File: src/rtl/alu_reservation_station.sv
// alu_reservation_station
// Holds decoded ALU/branch instructions until both source operands are
// available, snoops the common data bus for pending operands, and hands at
// most one ready entry per cycle to the combinational ALU through registered
// outputs. The ROB tag travels with the entry and leaves as alu_rd.
//
// Optional feature macro: RS_WAKEUP_BYPASS_EN
//   When defined, an entry whose pending operands all match the current CDB
//   broadcast may dispatch in the same cycle, taking cdb_value directly.
//
// Ports:
//   clk_in, rst_in (sync, active high), rdy_in (global stall when low),
//   clear_in (flush)
//   issue_*  : instruction from the decoder (valid, op, operands, tags, imm, pc)
//   cdb_*    : result broadcast (valid, tag, value)
//   full_out : every entry busy (combinational)
//   alu_*    : registered dispatch to the ALU (alu_op == 0 means no dispatch)
module alu_reservation_station #(
  parameter int RS_SIZE = 8,
  parameter int TAG_W   = 5
) (
  input  logic             clk_in,
  input  logic             rst_in,
  input  logic             rdy_in,
  input  logic             clear_in,
  input  logic             issue_valid,
  input  logic [6:0]       issue_op,
  input  logic [31:0]      issue_vj,
  input  logic [31:0]      issue_vk,
  input  logic             issue_qj_busy,
  input  logic             issue_qk_busy,
  input  logic [TAG_W-1:0] issue_qj,
  input  logic [TAG_W-1:0] issue_qk,
  input  logic [31:0]      issue_imm,
  input  logic [31:0]      issue_pc,
  input  logic [TAG_W-1:0] issue_tag,
  input  logic             cdb_valid,
  input  logic [TAG_W-1:0] cdb_tag,
  input  logic [31:0]      cdb_value,
  output logic             full_out,
  output logic [6:0]       alu_op,
  output logic [31:0]      alu_vi,
  output logic [31:0]      alu_vj,
  output logic [31:0]      alu_imm,
  output logic [31:0]      alu_pc,
  output logic [TAG_W-1:0] alu_rd
);

  localparam int IDX_W = $clog2(RS_SIZE);

  // Entry storage; busy_r alone encodes FREE (0) / WAIT (1).
  logic [RS_SIZE-1:0] busy_r;
  logic [RS_SIZE-1:0] qj_busy_r;
  logic [RS_SIZE-1:0] qk_busy_r;
  logic [6:0]         op_r  [RS_SIZE];
  logic [31:0]        vj_r  [RS_SIZE];
  logic [31:0]        vk_r  [RS_SIZE];
  logic [31:0]        imm_r [RS_SIZE];
  logic [31:0]        pc_r  [RS_SIZE];
  logic [TAG_W-1:0]   qj_r  [RS_SIZE];
  logic [TAG_W-1:0]   qk_r  [RS_SIZE];
  logic [TAG_W-1:0]   tag_r [RS_SIZE];

  logic [RS_SIZE-1:0] match_j_s;
  logic [RS_SIZE-1:0] match_k_s;
  logic [RS_SIZE-1:0] ready_s;
  logic [IDX_W-1:0]   free_idx_s;
  logic [IDX_W-1:0]   disp_idx_s;
  logic               disp_valid_s;
  logic               issue_accept_s;
  logic               issue_hit_j_s;
  logic               issue_hit_k_s;
  logic [31:0]        disp_vi_s;
  logic [31:0]        disp_vk_s;

  // Full is judged on pre-edge busy bits, so a same-cycle dispatch never frees room for issue.
  assign full_out = &busy_r;

  // Opcode 0 is the "no dispatch" marker, so such issues are dropped.
  assign issue_accept_s = issue_valid && !full_out && !clear_in && (issue_op != 7'd0);

  // The instruction being issued can catch this cycle's broadcast directly.
  assign issue_hit_j_s = cdb_valid && issue_qj_busy && (issue_qj == cdb_tag);
  assign issue_hit_k_s = cdb_valid && issue_qk_busy && (issue_qk == cdb_tag);

  // Per-entry CDB tag match and readiness.
  always_comb begin
    match_j_s = {RS_SIZE{1'b0}};
    match_k_s = {RS_SIZE{1'b0}};
    ready_s   = {RS_SIZE{1'b0}};
    for (int i = 0; i < RS_SIZE; i++) begin
      match_j_s[i] = cdb_valid && qj_busy_r[i] && (qj_r[i] == cdb_tag);
      match_k_s[i] = cdb_valid && qk_busy_r[i] && (qk_r[i] == cdb_tag);
`ifdef RS_WAKEUP_BYPASS_EN
      ready_s[i] = busy_r[i] && (!qj_busy_r[i] || match_j_s[i])
                             && (!qk_busy_r[i] || match_k_s[i]);
`else
      ready_s[i] = busy_r[i] && !qj_busy_r[i] && !qk_busy_r[i];
`endif
    end
  end

  // Lowest-index free entry and lowest-index ready entry (scan from the top down).
  always_comb begin
    free_idx_s = {IDX_W{1'b0}};
    disp_idx_s = {IDX_W{1'b0}};
    for (int i = RS_SIZE - 1; i >= 0; i--) begin
      free_idx_s = busy_r[i]  ? free_idx_s : IDX_W'(i);
      disp_idx_s = ready_s[i] ? IDX_W'(i)  : disp_idx_s;
    end
    disp_valid_s = |ready_s;
  end

  // Operand values for the selected entry; a still-pending operand can only be a bypass hit.
  always_comb begin
    disp_vi_s = vj_r[disp_idx_s];
    disp_vk_s = vk_r[disp_idx_s];
`ifdef RS_WAKEUP_BYPASS_EN
    if (qj_busy_r[disp_idx_s]) begin
      disp_vi_s = cdb_value;
    end else begin
      disp_vi_s = vj_r[disp_idx_s];
    end
    if (qk_busy_r[disp_idx_s]) begin
      disp_vk_s = cdb_value;
    end else begin
      disp_vk_s = vk_r[disp_idx_s];
    end
`endif
  end

  // Entry state, wakeup, issue, dispatch and the registered ALU outputs.
  always_ff @(posedge clk_in) begin
    if (rst_in) begin
      busy_r    <= {RS_SIZE{1'b0}};
      qj_busy_r <= {RS_SIZE{1'b0}};
      qk_busy_r <= {RS_SIZE{1'b0}};
      alu_op    <= 7'd0;
      alu_vi    <= 32'd0;
      alu_vj    <= 32'd0;
      alu_imm   <= 32'd0;
      alu_pc    <= 32'd0;
      alu_rd    <= {TAG_W{1'b0}};
    end else if (rdy_in) begin
      if (clear_in) begin
        busy_r <= {RS_SIZE{1'b0}};
        alu_op <= 7'd0;
      end else begin
        for (int i = 0; i < RS_SIZE; i++) begin
          if (busy_r[i] && match_j_s[i]) begin
            vj_r[i]      <= cdb_value;
            qj_busy_r[i] <= 1'b0;
          end
          if (busy_r[i] && match_k_s[i]) begin
            vk_r[i]      <= cdb_value;
            qk_busy_r[i] <= 1'b0;
          end
        end
        if (disp_valid_s) begin
          alu_op             <= op_r[disp_idx_s];
          alu_vi             <= disp_vi_s;
          alu_vj             <= disp_vk_s;
          alu_imm            <= imm_r[disp_idx_s];
          alu_pc             <= pc_r[disp_idx_s];
          alu_rd             <= tag_r[disp_idx_s];
          busy_r[disp_idx_s] <= 1'b0;
        end else begin
          alu_op <= 7'd0;
        end
        // The free slot is never the dispatched one, so both writes coexist.
        if (issue_accept_s) begin
          busy_r[free_idx_s]    <= 1'b1;
          op_r[free_idx_s]      <= issue_op;
          vj_r[free_idx_s]      <= issue_hit_j_s ? cdb_value : issue_vj;
          vk_r[free_idx_s]      <= issue_hit_k_s ? cdb_value : issue_vk;
          qj_busy_r[free_idx_s] <= issue_qj_busy && !issue_hit_j_s;
          qk_busy_r[free_idx_s] <= issue_qk_busy && !issue_hit_k_s;
          qj_r[free_idx_s]      <= issue_qj;
          qk_r[free_idx_s]      <= issue_qk;
          imm_r[free_idx_s]     <= issue_imm;
          pc_r[free_idx_s]      <= issue_pc;
          tag_r[free_idx_s]     <= issue_tag;
        end
      end
    end
  end

endmodule

File: config.mk
export PLATFORM = sky130hd
export DESIGN_NAME = alu_reservation_station
export DESIGN_NICKNAME = d
export VERILOG_FILES = /design/src/rtl/alu_reservation_station.sv
export SDC_FILE = /design/constraint.sdc
export NUM_CORES = 2
export LEC_CHECK = 0
export CORE_AREA = 2 2 409 249
export DETAILED_ROUTE_END_ITERATION = 8
export DIE_AREA = 0 0 411 251
export PLACE_DENSITY = 0.91
export SYNTH_ARGS = -nofsm -noshare
export SYNTH_HDL_FRONTEND = slang
export SYNTH_SLANG_ARGS = --single-unit
File: constraint.sdc
create_clock -name clk_in -period 8.7 [get_ports clk_in]
set_clock_uncertainty 0.15 [all_clocks]
set_input_delay 1.74 -clock clk_in [delete_from_list [all_inputs] [get_ports clk_in]]
set_output_delay 1.74 -clock clk_in [all_outputs]
set_load 0.02 [all_outputs]
After elaboration in Yosys (flattened, before gate mapping)
Memories as Yosys holds them, arrays and structs flattened. A register that Yosys moved wholly into a read port is not among the register bits.
Cells that the tools add are included.
Widths: inputs -> output; s select.
- bitwise logic cells: 4
- reduce and logical (&&, ||, !) cells: 100
- magnitude comparators: 4
- equal/unequal tests: 18
- muxes and demuxes: 183
- operators by type and width (cell ; count):
    $mux 1 ; 151
    $eq 5x5->1 ; 18
    $logic_and 1x1->1 ; 75
    $mux 32 ; 2
    $mux 8 ; 8
    $mux 3 ; 16
    $logic_not 1->1 ; 20
    $bwmux 8 ; 2
    $mux 7 ; 2
    $and 8x8->8 ; 1
    $lt 3x4->1 const B ; 2
    $not 8->8 ; 1
    $or 8x8->8 ; 1
    $reduce_and 8->1 ; 1
    $reduce_or 8->1 ; 1
    $reduce_bool 7->1 ; 1
    $demux 1 s3 ; 2
    $ge 3x1->1 const B ; 2
    $reduce_and 3->1 ; 1
    $reduce_and 2->1 ; 1
    $not 1->1 ; 1
- input port bits: 195
- logic and storage cells: 321
- bits in registers: 31
- memories kept: 8
- RAM bits: 1200
- memories (name ; depth ; width ; read ports ; clocked after memory_dff ; write ports ; RTL line ; text):
    imm_r ; 8 ; 32 ; 1 ; 1 ; 1 ; 58 ; logic [31:0] imm_r [RS_SIZE];
    pc_r ; 8 ; 32 ; 1 ; 1 ; 1 ; 59 ; logic [31:0] pc_r [RS_SIZE];
    vj_r ; 8 ; 32 ; 1 ; 1 ; 9 ; 56 ; logic [31:0] vj_r [RS_SIZE];
    vk_r ; 8 ; 32 ; 1 ; 1 ; 9 ; 57 ; logic [31:0] vk_r [RS_SIZE];
    op_r ; 8 ; 7 ; 1 ; 0 ; 1 ; 55 ; logic [6:0] op_r [RS_SIZE];
    qj_r ; 8 ; 5 ; 8 ; 0 ; 1 ; 60 ; logic [TAG_W-1:0] qj_r [RS_SIZE];
    2 more memories ; -- ; -- ; -- ; -- ; -- ; -- ;

Longest topological paths before layout
- word-level depth: 24
- gate-level depth with buffers: 10
- gate-level depth less buffers: 6

Worst setup path after synthesis
OpenSTA, ideal clock, no wires.
- kind: input to register
- start point: input port cdb_tag[3]
- end point: memory vj_r[0][0] (enable)
- arrival time: 6.274 ns
- path buffers: 2
- data required time: 8.039 ns
- cell stages on the path: 5
- path slack: 1.765 ns
- cells stage by stage: clkbuf_1 > clkbuf_1 > xnor2_1 > nand4_1 > o41ai_1
- RTL lines (item ; RTL line ; text):
    from (decl) ; 38 ; input logic [TAG_W-1:0] cdb_tag,
    to (decl) ; 56 ;

==> results.yml <==
status:
  status: "complete, no violations"
placed_design:
  hpwl_mm: 95.3
  placed_area_um2: 63900
  dp.cells: 5372
  io_buffers: 335
  place_congestion: 0.951
detailed_routing:
  vias_per_cell: 6.74
  ant_nets: 0
  wirelength_mm: 169
  post_drt_wl_per_cell_um: 30.0
  drtIter0Drc: 6295
  drc: 0
  num_vias: 37855
  drt_pass1_iterations: 8
worst_setup_path:
  critPathMaxFanout: 40
  worstPathRequired_ps: 9200
  path_class: "input pin to flip-flop"
  critPathArrivalTime_ps: 5960
  end_kind: "flip-flop"
  cp-start-kind: "input pin"
logic_synthesis:
  synth_mux_area_share_pct: 17.6
  ys.flop_type: "edfxtp_1"
  synth_compound_area_share_pct: 6.82
  synthTopCellsByCount: "edfxtp_1, mux2_2, nand2_1"
  synthSimpleGateAreaFrac_pct: 5.31
  synth_top_area_share_pct: 60.9
  synth.avg_cell_area_um2: 15.0
  syn-instance-count: 3943
  yosysSeqAreaShare_pct: 66.4
  synth-edff-count: 1200
  yosysTopAreaCell: "edfxtp_1"
  yosys_warnings: 0
  yosysUniqueCellTypes: 52
  synth_fa_ha_area_share_pct: 0
  synth-xor-area-share_pct: 1.33
  syn-num-nets: 4138
  ys_seq_elements: 1364
  yosysMostFrequentCell: "edfxtp_1"
  syn-cell-area_um2: 59200
  async_flop_share_pct: 0
  synth_area_leaders: "edfxtp_1, mux2_2, dfxtp_1, mux4_2, a21oi_1"
  synth_top_family_by_area: "multiplexers"
floorplan:
  die_h_um: 251
  rows: 90
  start_util_pct: 59.5
  fp.dieW_um: 411
  design.core.area_um2: 99500
  fp.dieArea_um2: 103000
  ios: 336
power_and_ir_drop:
  ir_drop_mv: 0.186
  p_seq_share_pct: 54.6
  p_sw_mw: 2.77
  switching_share_pct: 21.1
  internal_power_mw: 10.4
  p_leak_nw: 22.6
  power_frac_comb_pct: 4.3
  powerDensity_nw_per_um2: 193
  power_frac_clock_pct: 41.1
timing:
  finalMaxSlewViolations: 0
  rsz0062_at_grt: "no"
  max_slew_margin_pct: 21.6
  setup_viol: 0
  fin_crit_sh_pct: 62.8
  setup_tns_ps: 0
  fin_crit_ps: 5460
  fmax_mhz: 183
  hold_viol: 0
  worst_slew_pin_slew_ps: 1170
job:
  max_cap_violations: 0
cells_and_area:
  instances_no_fill: 5616
  nets: 4352
  multi_input_area_um2: 18700
  areaGrowthSynthToFinish_pct: 14.6
  ff_latch_area_um2: 39300
  drive_above_1_share_pct: 26.5
  fillers: 6293
  fin_util_pct: 68.2
  fin_area_um2: 67900
cts:
  cts_hold_buf: 0
  cts.reportedPaths.clkPinSlew_ps: 70
  cts_tree: "yes"
  clkSinkCount: 1364
  clk_path_buf_depth: 3
  htreeDepth: 3
  cts_resized: 0
  numCtsBuffers: 117
  clkLatencyLatePin_ps: 760
  cts_root_buf: "clkbuf_16"
  post-cts-setup-buffers: 0
global_routing:
  grt_pass1_wl_mm: 246
  track_usage_pct: 32.4
  grt_max_degree: 143
  antenna_found_initial: 32
  grt_pass1_vias: 37621
  grt.overflow.total: 0
min_path:
  min_path_type: "flip-flop to flip-flop"
==> flip-flops by register name, summed over array words and instances, names as in the netlist, 8 cells and up <==
register   count
vj_r         256
vk_r         256
alu_pc        32
op_r          56
pc_r         256
tag_r         40
qj_busy_r      8
qk_busy_r      8
alu_imm       32
qj_r          40
qk_r          40
busy_r         8
alu_vj        32
imm_r        256
alu_vi        32
==> final cells by class <==
class                      count  share of cell area (%)
clock buffer                 140                    4.56
sequential                  1364                    57.9
tap                         1334                    2.46
multi-input combinational   2200                    27.6
antenna                       22                  0.0811
timing repair buffer         405                    5.77
inverter                      69                   0.415
clock inverter                82                    1.24
==> per-layer routing <==
layer	vias up	global-route usage, %	share of wire, %
li1	15690	-	-
met4	18	13.2	3.8
met5	-	0	0.064
met2	2929	48.4	45
met1	18797	45.1	38
met3	421	9.03	13
==> critical path: stages <==
cell,delay [ps]
clkdlybuf4s50_1,830
inv_4,670
nand2_2,690
a31oi_4,970
buf_4,680
a21oi_1,140
a31oi_1,210
==> cells in the final DEF, fill, tap and decap left out, types with 8 or more instances in the layout <==
cell,instances
and2_1,159
mux2_2,741
dfxtp_1,164
a22oi_1,79
clkdlybuf4s50_1,335
xor2_1,55
nor4_1,13
mux4_2,74
inv_1,60
nor2_1,31
a221oi_1,58
nor3b_1,8
a31oi_1,78
clkinv_2,34
inv_4,9
o221ai_1,58
o21ai_0,91
nand4_1,78
bufinv_16,14
nor3_1,16
clkinv_1,16
buf_4,67
edfxtp_1,1200
clkbuf_16,117
clkbuf_1,15
nand3_1,23
clkbuf_8,8
xnor2_1,35
mux2_1,36
o21ai_4,13
nand2_1,264
diode_2,22
a21oi_1,214
==> per-stage QoR <==
step                      hold slack [ps]  total power, mW  setup WS, ps
after floorplan                       312             7.56          1770
after global placement                314             7.83          2740
after detailed placement              320             7.85          2650
after CTS                             342             13.1          3420
after global routing                  365             13.4          3130
final                                 342             13.1          3240
==> worst paths after layout <==
path / to / slack (ps) / depth (start not counted) / from
setup / recovery: alu_pc[9] / 3240 / 7 / rst_in
setup reg to reg: alu_rd[2] / 3840 / 9 / busy_r[0]
hold / removal: alu_op[0] / 340 / 1 / alu_op[0]
hold reg to reg: alu_op[0] / 340 / 1 / alu_op[0]
==> cells by family (layout without fill, tap and decap cells) <==
group | Yosys count | count (layout)
XOR/XNOR | 90 | 90
flip-flops | 1364 | 1364
AO/OA/AOI/OAI | 630 | 630
multiplexers | 854 | 854
buffers and inverters | 379 | 696
AND/OR/NAND/NOR | 626 | 626
other | 0 | 22
==> power by group through the flow <==
stage                     clock (mW)  combinational, mW  sequential (mW)
final                           5.40              0.564             7.17
after global routing            5.66              0.593             7.16
after CTS                       5.40              0.551             7.17
after detailed placement           0              0.544             7.31
after global placement             0              0.523             7.31
after floorplan                    0              0.238             7.32
No activity file was read; power rests on OpenSTA's default activity.
